`config.mk`:
```
export PLATFORM = sky130hd
export DESIGN_NAME = dmem_bus_ctrl_flat
export DESIGN_NICKNAME = d
export VERILOG_FILES = /design/src/rtl/dmem_bus_ctrl_if.sv /design/src/rtl/dmem_bus_ctrl.sv /design/src/flat_wrapper.sv
export SDC_FILE = /design/constraint.sdc
export NUM_CORES = 1
export LEC_CHECK = 0
export CORE_MARGIN = 4
export CORE_UTILIZATION = 40
export DETAILED_ROUTE_END_ITERATION = 7
export PLACE_DENSITY = 0.87
export RECOVER_POWER = 25
export SLEW_MARGIN = 0
export SYNTH_ARGS = -nofsm -noshare
export SYNTH_HDL_FRONTEND = slang
export SYNTH_SLANG_ARGS = --single-unit
```
`constraint.sdc`:
```
create_clock -name clk -period 2.1 [get_ports clk]
set_input_delay 0.21 -clock clk [delete_from_list [all_inputs] [get_ports clk]]
set_output_delay 0.21 -clock clk [all_outputs]
set_load 0.02 [all_outputs]
```
`src/rtl/dmem_bus_ctrl_if.sv`:
```
// Bundle of MEM-stage request, pipeline status and external data-bus signals
// for the data-memory bus sequencer. The controller owns the master side.
interface dmem_bus_ctrl_if;
    logic        req_read;
    logic        req_write;
    logic [31:0] req_addr;
    logic [31:0] req_wdata;
    logic [1:0]  req_size;
    logic        req_unsigned;
    logic        stall;
    logic        done;
    logic        err;
    logic [31:0] rdata;
    logic [31:0] DAD;
    logic [31:0] ddt_out;
    logic        ddt_oe;
    logic [31:0] ddt_in;
    logic        MREQ;
    logic        WRITE;
    logic [1:0]  SIZE;
    logic        ACKD_n;
    logic [1:0]  dbg_state;

    modport master (
        input  req_read, req_write, req_addr, req_wdata, req_size, req_unsigned,
        input  ddt_in, ACKD_n,
        output stall, done, err, rdata,
        output DAD, ddt_out, ddt_oe, MREQ, WRITE, SIZE, dbg_state
    );

    modport slave (
        output req_read, req_write, req_addr, req_wdata, req_size, req_unsigned,
        output ddt_in, ACKD_n,
        input  stall, done, err, rdata,
        input  DAD, ddt_out, ddt_oe, MREQ, WRITE, SIZE, dbg_state
    );
endinterface

```
`src/rtl/dmem_bus_ctrl.sv`:
```
// Data-memory bus sequencer: one load/store request becomes one handshaked
// bus transaction, with lane steering, load extension and ack timeout.
module dmem_bus_ctrl #(
    parameter int TIMEOUT = 16,
    parameter int CNT_W   = 5
) (
    input logic           clk,
    input logic           rst,
    dmem_bus_ctrl_if.master bus
);
    // Handshake: a request (req_read|req_write) is taken in IDLE when aligned;
    // the bus cycle runs while MREQ=1 and completes on the clock edge that
    // samples ACKD_n=0. stall holds the pipeline until the DONE/ABORT cycle.
    typedef enum logic [1:0] {IDLE, ACCESS, DONE, ABORT} state_t;

    state_t            state_q, state_d;
    logic              req, mis, accept, ack, timeout;
    logic [31:0]       addr_q, ddt_out_q, rdata_q, steer, load_ext;
    logic [1:0]        size_q;
    logic              dir_q, uns_q, mis_err_q;
    logic [CNT_W-1:0]  cnt_q;
    logic [7:0]        lane_b;
    logic [15:0]       lane_h;

    assign req     = bus.req_read | bus.req_write;
    assign ack     = ~bus.ACKD_n;
    assign timeout = (cnt_q == CNT_W'(TIMEOUT - 1));
    assign accept  = (state_q == IDLE) && req && !mis;

    always_comb begin
        mis = 1'b0;
        case (bus.req_size)
            2'b00:   mis = 1'b0;
            2'b01:   mis = bus.req_addr[0];
            2'b10:   mis = (bus.req_addr[1:0] != 2'b00);
            default: mis = 1'b1;
        endcase
    end

    always_comb begin
        steer = bus.req_wdata;
        case (bus.req_size)
            2'b00:   steer = {4{bus.req_wdata[7:0]}};
            2'b01:   steer = {2{bus.req_wdata[15:0]}};
            default: steer = bus.req_wdata;
        endcase
    end

    // Lane selection uses the latched address, not the live request.
    assign lane_b = bus.ddt_in[{addr_q[1:0], 3'b000} +: 8];
    assign lane_h = bus.ddt_in[{addr_q[1], 4'b0000} +: 16];

    always_comb begin
        load_ext = bus.ddt_in;
        case (size_q)
            2'b00:   load_ext = uns_q ? {24'h0, lane_b} : {{24{lane_b[7]}}, lane_b};
            2'b01:   load_ext = uns_q ? {16'h0, lane_h} : {{16{lane_h[15]}}, lane_h};
            default: load_ext = bus.ddt_in;
        endcase
    end

    always_comb begin
        state_d = state_q;
        case (state_q)
            IDLE:    if (accept) state_d = ACCESS;
            ACCESS:  begin
                // An ack on the final allowed cycle still completes normally.
                if (ack)          state_d = DONE;
                else if (timeout) state_d = ABORT;
            end
            DONE:    state_d = IDLE;
            ABORT:   state_d = IDLE;
            default: state_d = IDLE;
        endcase
    end

    always_ff @(posedge clk) begin
        if (rst) state_q <= IDLE;
        else     state_q <= state_d;
    end

    always_ff @(posedge clk) begin
        if (rst) begin
            addr_q    <= '0;
            size_q    <= '0;
            dir_q     <= 1'b0;
            uns_q     <= 1'b0;
            ddt_out_q <= '0;
            rdata_q   <= '0;
            cnt_q     <= '0;
            mis_err_q <= 1'b0;
        end else begin
            mis_err_q <= (state_q == IDLE) && req && mis;
            if (accept) begin
                addr_q    <= bus.req_addr;
                size_q    <= bus.req_size;
                dir_q     <= ~bus.req_read;
                uns_q     <= bus.req_unsigned;
                ddt_out_q <= steer;
                cnt_q     <= '0;
            end
            if (state_q == ACCESS) begin
                if (!ack)          cnt_q   <= cnt_q + CNT_W'(1);
                if (ack && !dir_q) rdata_q <= load_ext;
            end
        end
    end

    assign bus.MREQ      = (state_q == ACCESS);
    assign bus.WRITE     = (state_q == ACCESS) && dir_q;
    assign bus.ddt_oe    = (state_q == ACCESS) && dir_q;
    assign bus.done      = (state_q == DONE);
    assign bus.err       = mis_err_q || (state_q == ABORT);
    assign bus.stall     = accept || (state_q == ACCESS);
    assign bus.DAD       = {addr_q[31:2], 2'b00};
    assign bus.SIZE      = size_q;
    assign bus.ddt_out   = ddt_out_q;
    assign bus.rdata     = rdata_q;
    assign bus.dbg_state = state_q;
endmodule

```
`src/flat_wrapper.sv`:
```
// flat-port wrapper written by rule: the top's interface ports become plain ports
module dmem_bus_ctrl_flat 
#(
    parameter int TIMEOUT = 16,
    parameter int CNT_W   = 5
)
  (clk, rst, bus_req_read, bus_req_write, bus_req_addr, bus_req_wdata, bus_req_size, bus_req_unsigned, bus_ddt_in, bus_ACKD_n, bus_stall, bus_done, bus_err, bus_rdata, bus_DAD, bus_ddt_out, bus_ddt_oe, bus_MREQ, bus_WRITE, bus_SIZE, bus_dbg_state);
  dmem_bus_ctrl_if bus_i ();
  input logic clk;
  input logic rst;
  input wire logic [$bits(bus_i.req_read)-1:0] bus_req_read;
  input wire logic [$bits(bus_i.req_write)-1:0] bus_req_write;
  input wire logic [$bits(bus_i.req_addr)-1:0] bus_req_addr;
  input wire logic [$bits(bus_i.req_wdata)-1:0] bus_req_wdata;
  input wire logic [$bits(bus_i.req_size)-1:0] bus_req_size;
  input wire logic [$bits(bus_i.req_unsigned)-1:0] bus_req_unsigned;
  input wire logic [$bits(bus_i.ddt_in)-1:0] bus_ddt_in;
  input wire logic [$bits(bus_i.ACKD_n)-1:0] bus_ACKD_n;
  output wire logic [$bits(bus_i.stall)-1:0] bus_stall;
  output wire logic [$bits(bus_i.done)-1:0] bus_done;
  output wire logic [$bits(bus_i.err)-1:0] bus_err;
  output wire logic [$bits(bus_i.rdata)-1:0] bus_rdata;
  output wire logic [$bits(bus_i.DAD)-1:0] bus_DAD;
  output wire logic [$bits(bus_i.ddt_out)-1:0] bus_ddt_out;
  output wire logic [$bits(bus_i.ddt_oe)-1:0] bus_ddt_oe;
  output wire logic [$bits(bus_i.MREQ)-1:0] bus_MREQ;
  output wire logic [$bits(bus_i.WRITE)-1:0] bus_WRITE;
  output wire logic [$bits(bus_i.SIZE)-1:0] bus_SIZE;
  output wire logic [$bits(bus_i.dbg_state)-1:0] bus_dbg_state;
  assign bus_i.req_read = bus_req_read;
  assign bus_i.req_write = bus_req_write;
  assign bus_i.req_addr = bus_req_addr;
  assign bus_i.req_wdata = bus_req_wdata;
  assign bus_i.req_size = bus_req_size;
  assign bus_i.req_unsigned = bus_req_unsigned;
  assign bus_i.ddt_in = bus_ddt_in;
  assign bus_i.ACKD_n = bus_ACKD_n;
  assign bus_stall = bus_i.stall;
  assign bus_done = bus_i.done;
  assign bus_err = bus_i.err;
  assign bus_rdata = bus_i.rdata;
  assign bus_DAD = bus_i.DAD;
  assign bus_ddt_out = bus_i.ddt_out;
  assign bus_ddt_oe = bus_i.ddt_oe;
  assign bus_MREQ = bus_i.MREQ;
  assign bus_WRITE = bus_i.WRITE;
  assign bus_SIZE = bus_i.SIZE;
  assign bus_dbg_state = bus_i.dbg_state;
  dmem_bus_ctrl #(.TIMEOUT(TIMEOUT), .CNT_W(CNT_W)) u_core (.clk(clk), .rst(rst), .bus(bus_i));
endmodule
```
==> reports/metrics.cfg, run 1 <==
[grt]
grt_util_met1_pct = 23.31
grt.met2_usage_pct = 35.73
met3_usage_pct = 10.48
top_usage_layer = met2
grt_pass1_wl_um = 24650
grt_pass1_vias = 4835
grt_start_max_net_pins = 54
antenna_found_initial = 1
grt-ovfl-total = 0
track_usage_pct = 21.18

[synth]
syn_area_um2 = 5051
synth_seq_area_share_pct = 42.80
ys_types = 43
ys_warn_count = 0
synth.avg_cell_area_um2 = 8.147
ys_ff_latch = 108
syn_inst = 620

[layout]
num_antenna_cells = 0
fin_nets = 888
drive_gt1_share_pct = 8.132
syn_to_final_growth_pct = 46.47
nFillCells = 1034

[clock_network]
cts_sinks = 108
cts.clk_slew.worst_paths_ps = 70
cts_buffer_depth = 2
numCtsBuffers = 9
post-cts-setup-buffers = 0
insertion_delay_ps = 360
hold_buffers = 0
cts_tree = done
cts_root_buf = clkbuf_16
h-tree-depth = 3

[critical_path]
start_kind = flop
worstPathCellList = nand2b_1 > inv_1 > and2_1 > clkdlybuf4s50_1
crit_path_end_kind = primary output
crit_fanout = 9
required_ps = 1890
critical_path.top_delay_family = buffers and inverters
arrival_ps = 1770
max_stage_delay_ps = 610
crit_buf_inv = 2
critPathKind = reg -> out
cp_slowest_cell = clkdlybuf4s50_1

[sta]
relSlewSlack_pct = 60.80
finalClockSkew_ps = 4.173
fin_crit_sh_pct = 94.21
min_period_ps = 1978
final_max_slew_viol_count = 0
tightest_slew_ps = 584.1
setup_violations = 0
rsz0062_at_grt = false
hold_ws_ps = 299.8
max_freq_mhz = 505.4
hold_violations = 0

[routing]
drtIter0Drc = 334
drt-total-wl_um = 15390
dr.pass1.iters = 5
via_per_inst = 5.151
vias = 4919
route.detailed.drc = 0
drt.antenna.violating_nets = 0
wl_per_cell_um = 16.11

[run]
drv_cap = 0

[power]
power.total_mw = 5.206
irDropWorstVdd_mv = 0.7683
power_leakage_nw = 2.777
power.density_nw_per_um2 = 703.6

[floorplan]
rows = 40
fp.dieH_um = 120.4
ios = 210
fp.dieW_um = 120.4
dieArea_um2 = 14490
core-area_um2 = 12160
initial_core_util_pct = 41.53

[placement]
globalplace.congestion = 0.8587
io_buffer_count = 207
dpl.hpwl_um = 11360

[hold_path]
hold_class = in -> reg

[outcome]
outcome = finished, final reports clean

-- cells in the final DEF (no fill, tap or decap), drive strengths merged --
cell type | netlist | routed
a21oi | 59 | 59
and3b | 1 | 1
clkdlybuf4s50 | 0 | 157
inv | 4 | 7
a31oi | 7 | 7
or2 | 2 | 2
or4b | 1 | 1
buf | 59 | 23
dlygate4sd3 | 0 | 48
nand3b | 8 | 8
nand2b | 5 | 5
conb | 1 | 2
dlymetal6s2s | 0 | 1
and2 | 1 | 1
clkbuf | 21 | 10
dfxtp | 108 | 108
nor2b | 3 | 3
o22ai | 2 | 2
and3 | 1 | 1
xor2 | 1 | 1
nor4b | 1 | 1
clkinvlp | 0 | 1
mux2i | 29 | 29
a311oi | 8 | 8
a2bb2oi | 1 | 1
clkinv | 0 | 3
xnor2 | 1 | 1
ha | 2 | 2
o221ai | 1 | 1
nand3 | 1 | 1
o311ai | 1 | 1
nand2 | 152 | 152
nor4 | 1 | 1
nor2 | 55 | 55
a211oi | 33 | 33
nand4 | 1 | 1
o221a | 8 | 8
nor3 | 15 | 15
o21ai | 25 | 25
a21o | 1 | 1
-- path summary, 6_finish.rpt --
path	from	to	slack, ps	cells after the start
max reg2reg	u_core.bus.dbg_state[1]	u_core.bus.rdata[11]	410	4
min reg2reg	u_core.addr_q[7]	u_core.addr_q[7]	450	2
max	u_core.bus.dbg_state[1]	bus_ddt_oe	120	4
min	rst	u_core.bus.dbg_state[0]	300	2
-- timing repair --
| item | in CTS | in global routing |
|---|---|---|
| setup endpoints to repair | 2 | 1 |
| gates resized for setup | 3 | 1 |
| pin swaps | 0 | 0 |
-- cell type report --
cell class	count	area, um2	area share (%)
clock inverters	7	58.81	0.7949
clock buffers	9	225.2	3.044
repair buffers	230	2316	31.30
inverters	4	15.01	0.2029
flip-flops and latches	108	2165	29.26
multi-input cells	429	2409	32.56
well taps	168	210.2	2.841
-- cells by family (layout without fill, tap and decap cells) --
family / after synthesis / in the layout / synth area share, %
XOR/XNOR: 2 / 2 / 0.3469
AO/OA/AOI/OAI: 146 / 146 / 19.64
other: 1 / 2 / 0.07424
adder cells (fa/ha/maj): 2 / 2 / 0.4953
flip-flops: 108 / 108 / 42.80
AND/OR/NAND/NOR: 248 / 248 / 20.91
buffers and inverters: 84 / 250 / 9.983
multiplexers: 29 / 29 / 5.747
-- state kept, by name (all words and copies together) (netlist names) --
| register | flops |
|---|---|
| u_core.uns_q | 1 |
| u_core.bus.rdata | 32 |
| u_core.mis_err_q | 1 |
| u_core.bus.SIZE | 2 |
| u_core.bus.ddt_out | 32 |
| u_core.cnt_q | 5 |
| u_core.bus.dbg_state | 2 |
| u_core.dir_q | 1 |
| u_core.addr_q | 32 |
-- stage by stage --
step                      instances  TNS, ps  util, %  setup slack [ps]  instance area, um2
after floorplan                 621        0        -             449.4                5055
after global placement          939        0    58.49             5.395                7113
after detailed placement        939   -23.59    58.49            -20.77                7113
after CTS                       955        0    60.86             3.843                7402
after global routing            955        0    60.83             44.88                7398
final                           955        0    60.83             121.6                7398
-- layer usage --
| layer | up-vias | part of all wire (%) |
|---|---|---|
| met3 | 21 | 11 |
| li1 | 2418 | - |
| met2 | 191 | 47 |
| met1 | 2287 | 39 |
| met5 | - | 0.078 |
| met4 | 2 | 1.9 |
-- power by group --
group          internal [mW]  switching (mW)
Clock                  0.824           0.821
Combinational          0.615           0.671
Sequential              2.19          0.0826
-- synthesized netlist by cell type --
cell type,count,area (um2)
o221a_2,7,78.83
dfxtp_1,108,2162
a21oi_1,58,290.3
xnor2_1,1,8.760
conb_1,1,3.750
nor2_1,55,206.5
a21oi_4,1,16.27
a211oi_1,33,247.7
mux2i_1,29,290.3
xor2_1,1,8.760
and3b_1,1,8.760
nor3_1,14,70.07
nand3b_1,8,60.06
nand2_1,152,570.6
nor3_2,1,10.01
a21o_1,1,7.510
a311oi_2,8,120.1
nor4b_4,1,23.77
or2_2,1,6.260
ha_1,2,25.02
a2bb2oi_2,1,15.01
o22ai_1,2,12.51
buf_2,16,80.08
buf_4,37,277.8
nor4_1,1,6.260
o311ai_1,1,8.760
nand2b_1,5,31.28
buf_6,4,45.04
o221a_1,1,11.26
nand4_1,1,6.260
or2_1,1,6.260
and3_1,1,6.260
o21ai_1,1,5.000
clkbuf_1,21,78.83
o21ai_0,24,120.1
a31oi_1,7,43.79
nand3_1,1,5.000
or4b_4,1,13.76
and2_1,1,6.260
inv_1,4,15.01
o221ai_2,1,15.01
buf_1,2,7.510
nor2b_1,3,18.77
-- worst register-to-register path, cell delays in order (launching register included) --
cell,delay (ps)
dfxtp_2,380
or4b_4,610
nor3_2,150
a2bb2oi_2,340
a211oi_1,80
(Power assumes the default switching activity.)
==> run 2, diff against run 1 <==
CORE_UTILIZATION = 43   (was 40)
GPL_ROUTABILITY_DRIVEN = 0   (was default)
PLACE_DENSITY = default   (was 0.87)
PLACE_DENSITY_LB_ADDON = 0.05   (was default)
==> run 2 against run 1 <==
Clock power down 6%. Die area is 6.5% lower. Largest power group unchanged. Sequential power about the same. Total power decreased by 2.1%. Count of clock-buffer cells in the layout up 2. Non-clock buffer count decreased by 4. Via count is 1.8% lower. Sequential share of layout area rose by 0.51 points. Core utilization increased by 2.6 points.
==> reports/metrics.cfg, run 2 (same netlist as run 1, synthesis figures left out) <==
[clock_network]
cts_sinks = 108
insertion_delay_ps = 350
h-tree-depth = 3
hold_buffers = 0
post-cts-setup-buffers = 0
numCtsBuffers = 9
cts.clk_slew.worst_paths_ps = 60
cts_buffer_depth = 2
cts_root_buf = clkbuf_16
cts_tree = done

[critical_path]
start_kind = flop
cp.depth = 4
r2r_cells = 5
crit_fanout = 9
critPathKind = reg -> out
crit_path_end_kind = primary output
max_stage_delay_ps = 600
worstPathCellList = nand2b_1 > inv_1 > and2_1 > clkdlybuf4s50_1
arrival_ps = 1770
crit_buf_inv = 2
cp_slowest_cell = clkdlybuf4s50_1
critical_path.top_delay_family = buffers and inverters
required_ps = 1890

[routing]
drt.antenna.violating_nets = 0
dr.pass1.iters = 4
route.detailed.drc = 0
drtIter0Drc = 424
drt-total-wl_um = 15220
vias = 4829
via_per_inst = 5.232
wl_per_cell_um = 16.49

[layout]
fin_nets = 884
nFillCells = 1038
layout_common_cells = clkdlybuf4s50_1, nand2_1, dfxtp_1
ff_latch_area_um2 = 2165
fin_util_pct = 63.42
multiInputGateArea_um2 = 2409
syn_to_final_growth_pct = 43.97
drive_gt1_share_pct = 7.179
num_antenna_cells = 0
fin_cells = 923
final_common_cell = clkdlybuf4s50_1

[outcome]
outcome = finished, final reports clean

[run]
drv_cap = 0

[sta]
hold_ws_ps = 298.3
max_freq_mhz = 504.3
tightest_slew_ps = 619.9
finalClockSkew_ps = 5.098
relSlewSlack_pct = 58.68
rsz0062_at_grt = false
hold_violations = 0
min_period_ps = 1983
final_max_slew_viol_count = 0
setup_violations = 0
fin_tns_setup_ps = 0
fin_crit_sh_pct = 94.42

[hold_path]
whs_path_depth = 2
hold_class = in -> reg

[power]
power.density_nw_per_um2 = 700.8
power_leakage_nw = 2.734
irDropWorstVdd_mv = 0.6324

[floorplan]
ios = 210
dieArea_um2 = 13540
core-area_um2 = 11470
fp.dieH_um = 116.4
initial_core_util_pct = 44.05
rows = 39
fp.dieW_um = 116.4

[grt]
grt_pass1_vias = 4777
antenna_found_initial = 0
grt_start_max_net_pins = 54
grt-ovfl-total = 0
track_usage_pct = 21.84
grt_pass1_wl_um = 23440

[placement]
place_inst = 910
io_buffer_count = 207
dpl.hpwl_um = 11130

## run 2: cell types whose count changed in the layout (fill, tap and decap cells not counted), moves of 2 or more
cell             before  now
buf_12                6    3
buf_4                17   15
inv_6                 2    0
clkdlybuf4s50_1     157  159
dlygate4sd3_1        48   46
## run 2: worst paths after layout
kind	startpoint	to	slack, ps
setup / recovery	u_core.bus.dbg_state[1]	bus_ddt_oe	120
setup reg to reg	u_core.bus.dbg_state[1]	u_core.dir_q	330
hold / removal	rst	u_core.addr_q[5]	300
hold reg to reg	u_core.addr_q[4]	u_core.addr_q[4]	450
## run 2: worst reg2reg max path, cell delays in order, from the launching register on
cell and delay, ps:
dfxtp_2 380, nor2_1 310, o221a_4 330, clkbuf_1 390
nor2_1 80, a211oi_1 210
## run 2: where the power goes
part | internal, mW | switching, mW | leakage [nW] | total (mW)
Sequential | 2.19 | 0.0802 | 0.884 | 2.27
Clock | 0.818 | 0.733 | 0.127 | 1.55
Combinational | 0.603 | 0.668 | 1.72 | 1.27
## run 2: through the flow
step                      power, mW  area, um2  setup slack (ps)
final                         5.096       7272             117.2
after global routing          5.341       7272             20.08
after CTS                     5.181       7274             13.26
after detailed placement      3.620       7014             21.04
after global placement        3.596       7014             47.45
after floorplan               3.031       5055             449.4
## run 2: repair_timing
action / 4_1_cts / 5_1_grt
resized for setup: 2 / 2
setup endpoints to repair: 1 / 3
endpoints found under the hold margin: 0 / 0
## run 2: final cells by class
class	instances	share of cell area [%]
Sequential cell	108	29.77
Clock buffer	11	3.338
Clock inverter	2	0.1893
Timing Repair Buffer	226	30.92
Inverter	4	0.2065
Tap cell	143	2.460
Multi-Input combinational cell	429	33.12
## run 2: metal layers
layer / vias up / global-route usage (%) / routed length [um]
met3: 23 / 7.927 / 1522
met2: 172 / 37.64 / 7490
met5: - / 0 / 0
li1: 2397 / - / -
met1: 2237 / 25.02 / 5921
met4: 0 / 7.425 / 282
==> variant (settings of run 1) <==
Put a register stage on the output `bus.err`. The value now appears one clock later.
--- a/src/rtl/dmem_bus_ctrl.sv
+++ b/src/rtl/dmem_bus_ctrl.sv
@@ -110,7 +110,9 @@
     assign bus.WRITE     = (state_q == ACCESS) && dir_q;
     assign bus.ddt_oe    = (state_q == ACCESS) && dir_q;
     assign bus.done      = (state_q == DONE);
-    assign bus.err       = mis_err_q || (state_q == ABORT);
+    always_ff @(posedge clk) begin
+        bus.err <= mis_err_q || (state_q == ABORT);
+    end
     assign bus.stall     = accept || (state_q == ACCESS);
     assign bus.DAD       = {addr_q[31:2], 2'b00};
     assign bus.SIZE      = size_q;
Check against the original RTL: not equivalent (a bounded check fails within 4 cycles, from zero or initial values and one cycle with rst high).
==> variant against run 1 <==
  * Core utilization is 0.63 points lower
  * Sequential share of layout area is 0.46 points higher
  * Sequential cell count is 1 higher
  * Setup slack better by 0.024 ns
  * Final area is 0.63% lower
  * Routed wire length is 1.2% lower
  * Critical path type unchanged
  * Total power is 1.1% lower
  * Clock skew is 0.0015 ns higher
  * Synthesized area is 0.40% higher
  * Synthesized cell count is 0.16% higher
  * Non-clock buffer count is 4 lower
  * Via count is 0.12% lower
  * Highest routed layer unchanged
==> variant: results (changes against run 1) <==
stage,metric,value,unit,change
placed_design,placed_cell_area,7078,um^2,-0.49%
status,outcome,completed,,
critical_path,arrival,1.74,ns,-0.03 ns
global_routing,gr-usage-met1,22.29,%,-1.0 points
routing,topRoutingLayerUsed,met5,,
logic_synthesis,synth-seq-area-share,43.03,%,+0.23 points
timing,tightest_slew,0.5779,ns,-0.006245 ns
routing,wl_met2,7.169,mm,-1.5%
power,ir_drop,692.1,uV,-9.9%
critical_path,path_delay_family,buffers and inverters,,
power,p_int,3.639,mW,+0.22%
global_routing,first_global_vias,4892,,+1.2%
placed_design,place_congestion,0.8426,,-1.9%
routing,initialDrtViolationCount,321,,-3.9%
routing,vias_per_cell,5.166,,+0.30%
clock_network,cts-htree-levels,3,,unchanged
placed_design,hpwlAfterDp,11.25,mm,-0.97%
final_layout,nNetsFinal,885,,-0.34%
global_routing,grt_util_met3,9.822,%,-0.65 points
final_layout,drive_gt1_share,7.663,%,-0.47 points
placed_design,post-place-ws,-0.09491,ns,-0.07414 ns
timing,finClkSkew,0.005624,ns,+0.001451 ns
global_routing,grt_max_degree,56,,+3.7%
routing,met1Wirelength,5.904,mm,-2.5%
power,leakage,2.749,nW,-1.0%
global_routing,met2_usage,35.17,%,-0.56 points
final_layout,fillers,1100,,+6.4%
logic_synthesis,synthTopCellsByCount,"nand2_1 (152), dfxtp_1 (109), a21oi_1 (58)",,
logic_synthesis,synth_area_leaders,"dfxtp_1 (43%), nand2_1 (11%), a21oi_1 (5.7%), mux2i_1 (5.7%), buf_4 (5.5%)",,
routing,wl_met3,1.711,mm,-1.8%
global_routing,grt_usage,20.79,%,-0.40 points
routing,dr.pass1.iters,4,,-1
global_routing,grt_pass1_wl,24.14,mm,-2.1%
-- variant: cell families (layout without fill, tap and decap cells) --
kind of cell             count (synthesis)  after routing  synth area share (%)
AND/OR/NAND/NOR                        248            248                 20.82
AO/OA/AOI/OAI                          146            146                 19.57
flip-flops                             109            109                 43.03
buffers and inverters                   84            245                 9.943
multiplexers                            29             29                 5.724
adder cells (fa/ha/maj)                  2              2                0.4934
XOR/XNOR                                 2              2                0.3455
other                                    1              2               0.07395
-- variant: area by class of cell --
type | count | area (um^2) | share of cell area [%]
inverters | 4 | 15.01 | 0.2042
well taps | 168 | 210.2 | 2.859
flip-flops and latches | 109 | 2185 | 29.71
clock buffers | 11 | 242.7 | 3.302
clock inverters | 4 | 25.02 | 0.3404
multi-input cells | 429 | 2414 | 32.83
repair buffers | 226 | 2261 | 30.75
-- variant: timing repair --
item / CTS / global route
resized for setup: 3 / 2
setup endpoints to repair: 1 / 2
pin swaps: 0 / 0
buffers inserted: 0 / 0
-- variant: final timing paths --
kind | cells after the start | slack (ns) | start | end
worst min-delay path | 2 | 0.30 | rst | u_core.uns_q$_SDFFE_PP0P_
worst min register to register | 1 | 0.41 | u_core.mis_err_q$_SDFF_PP0_ | u_core.bus.err$_DFF_P_
worst max register to register | 4 | 0.33 | u_core.addr_q[1]$_SDFFE_PP0P_ | u_core.bus.rdata[16]$_SDFFE_PP0P_
worst max-delay path | 4 | 0.15 | u_core.bus.dbg_state[1]$_SDFFE_PP0P_ | bus_WRITE
-- variant: metrics by stage --
step,cells,util [%],TNS [ns],total power [mW]
2_1_floorplan,622,-,0,3.053
3_3_place_gp,936,57.96,-0.2652,3.618
3_5_place_dp,936,57.96,-0.1696,3.641
4_1_cts,951,60.20,0,5.220
5_1_grt,951,60.20,0,5.395
6_report,951,60.20,0,5.146
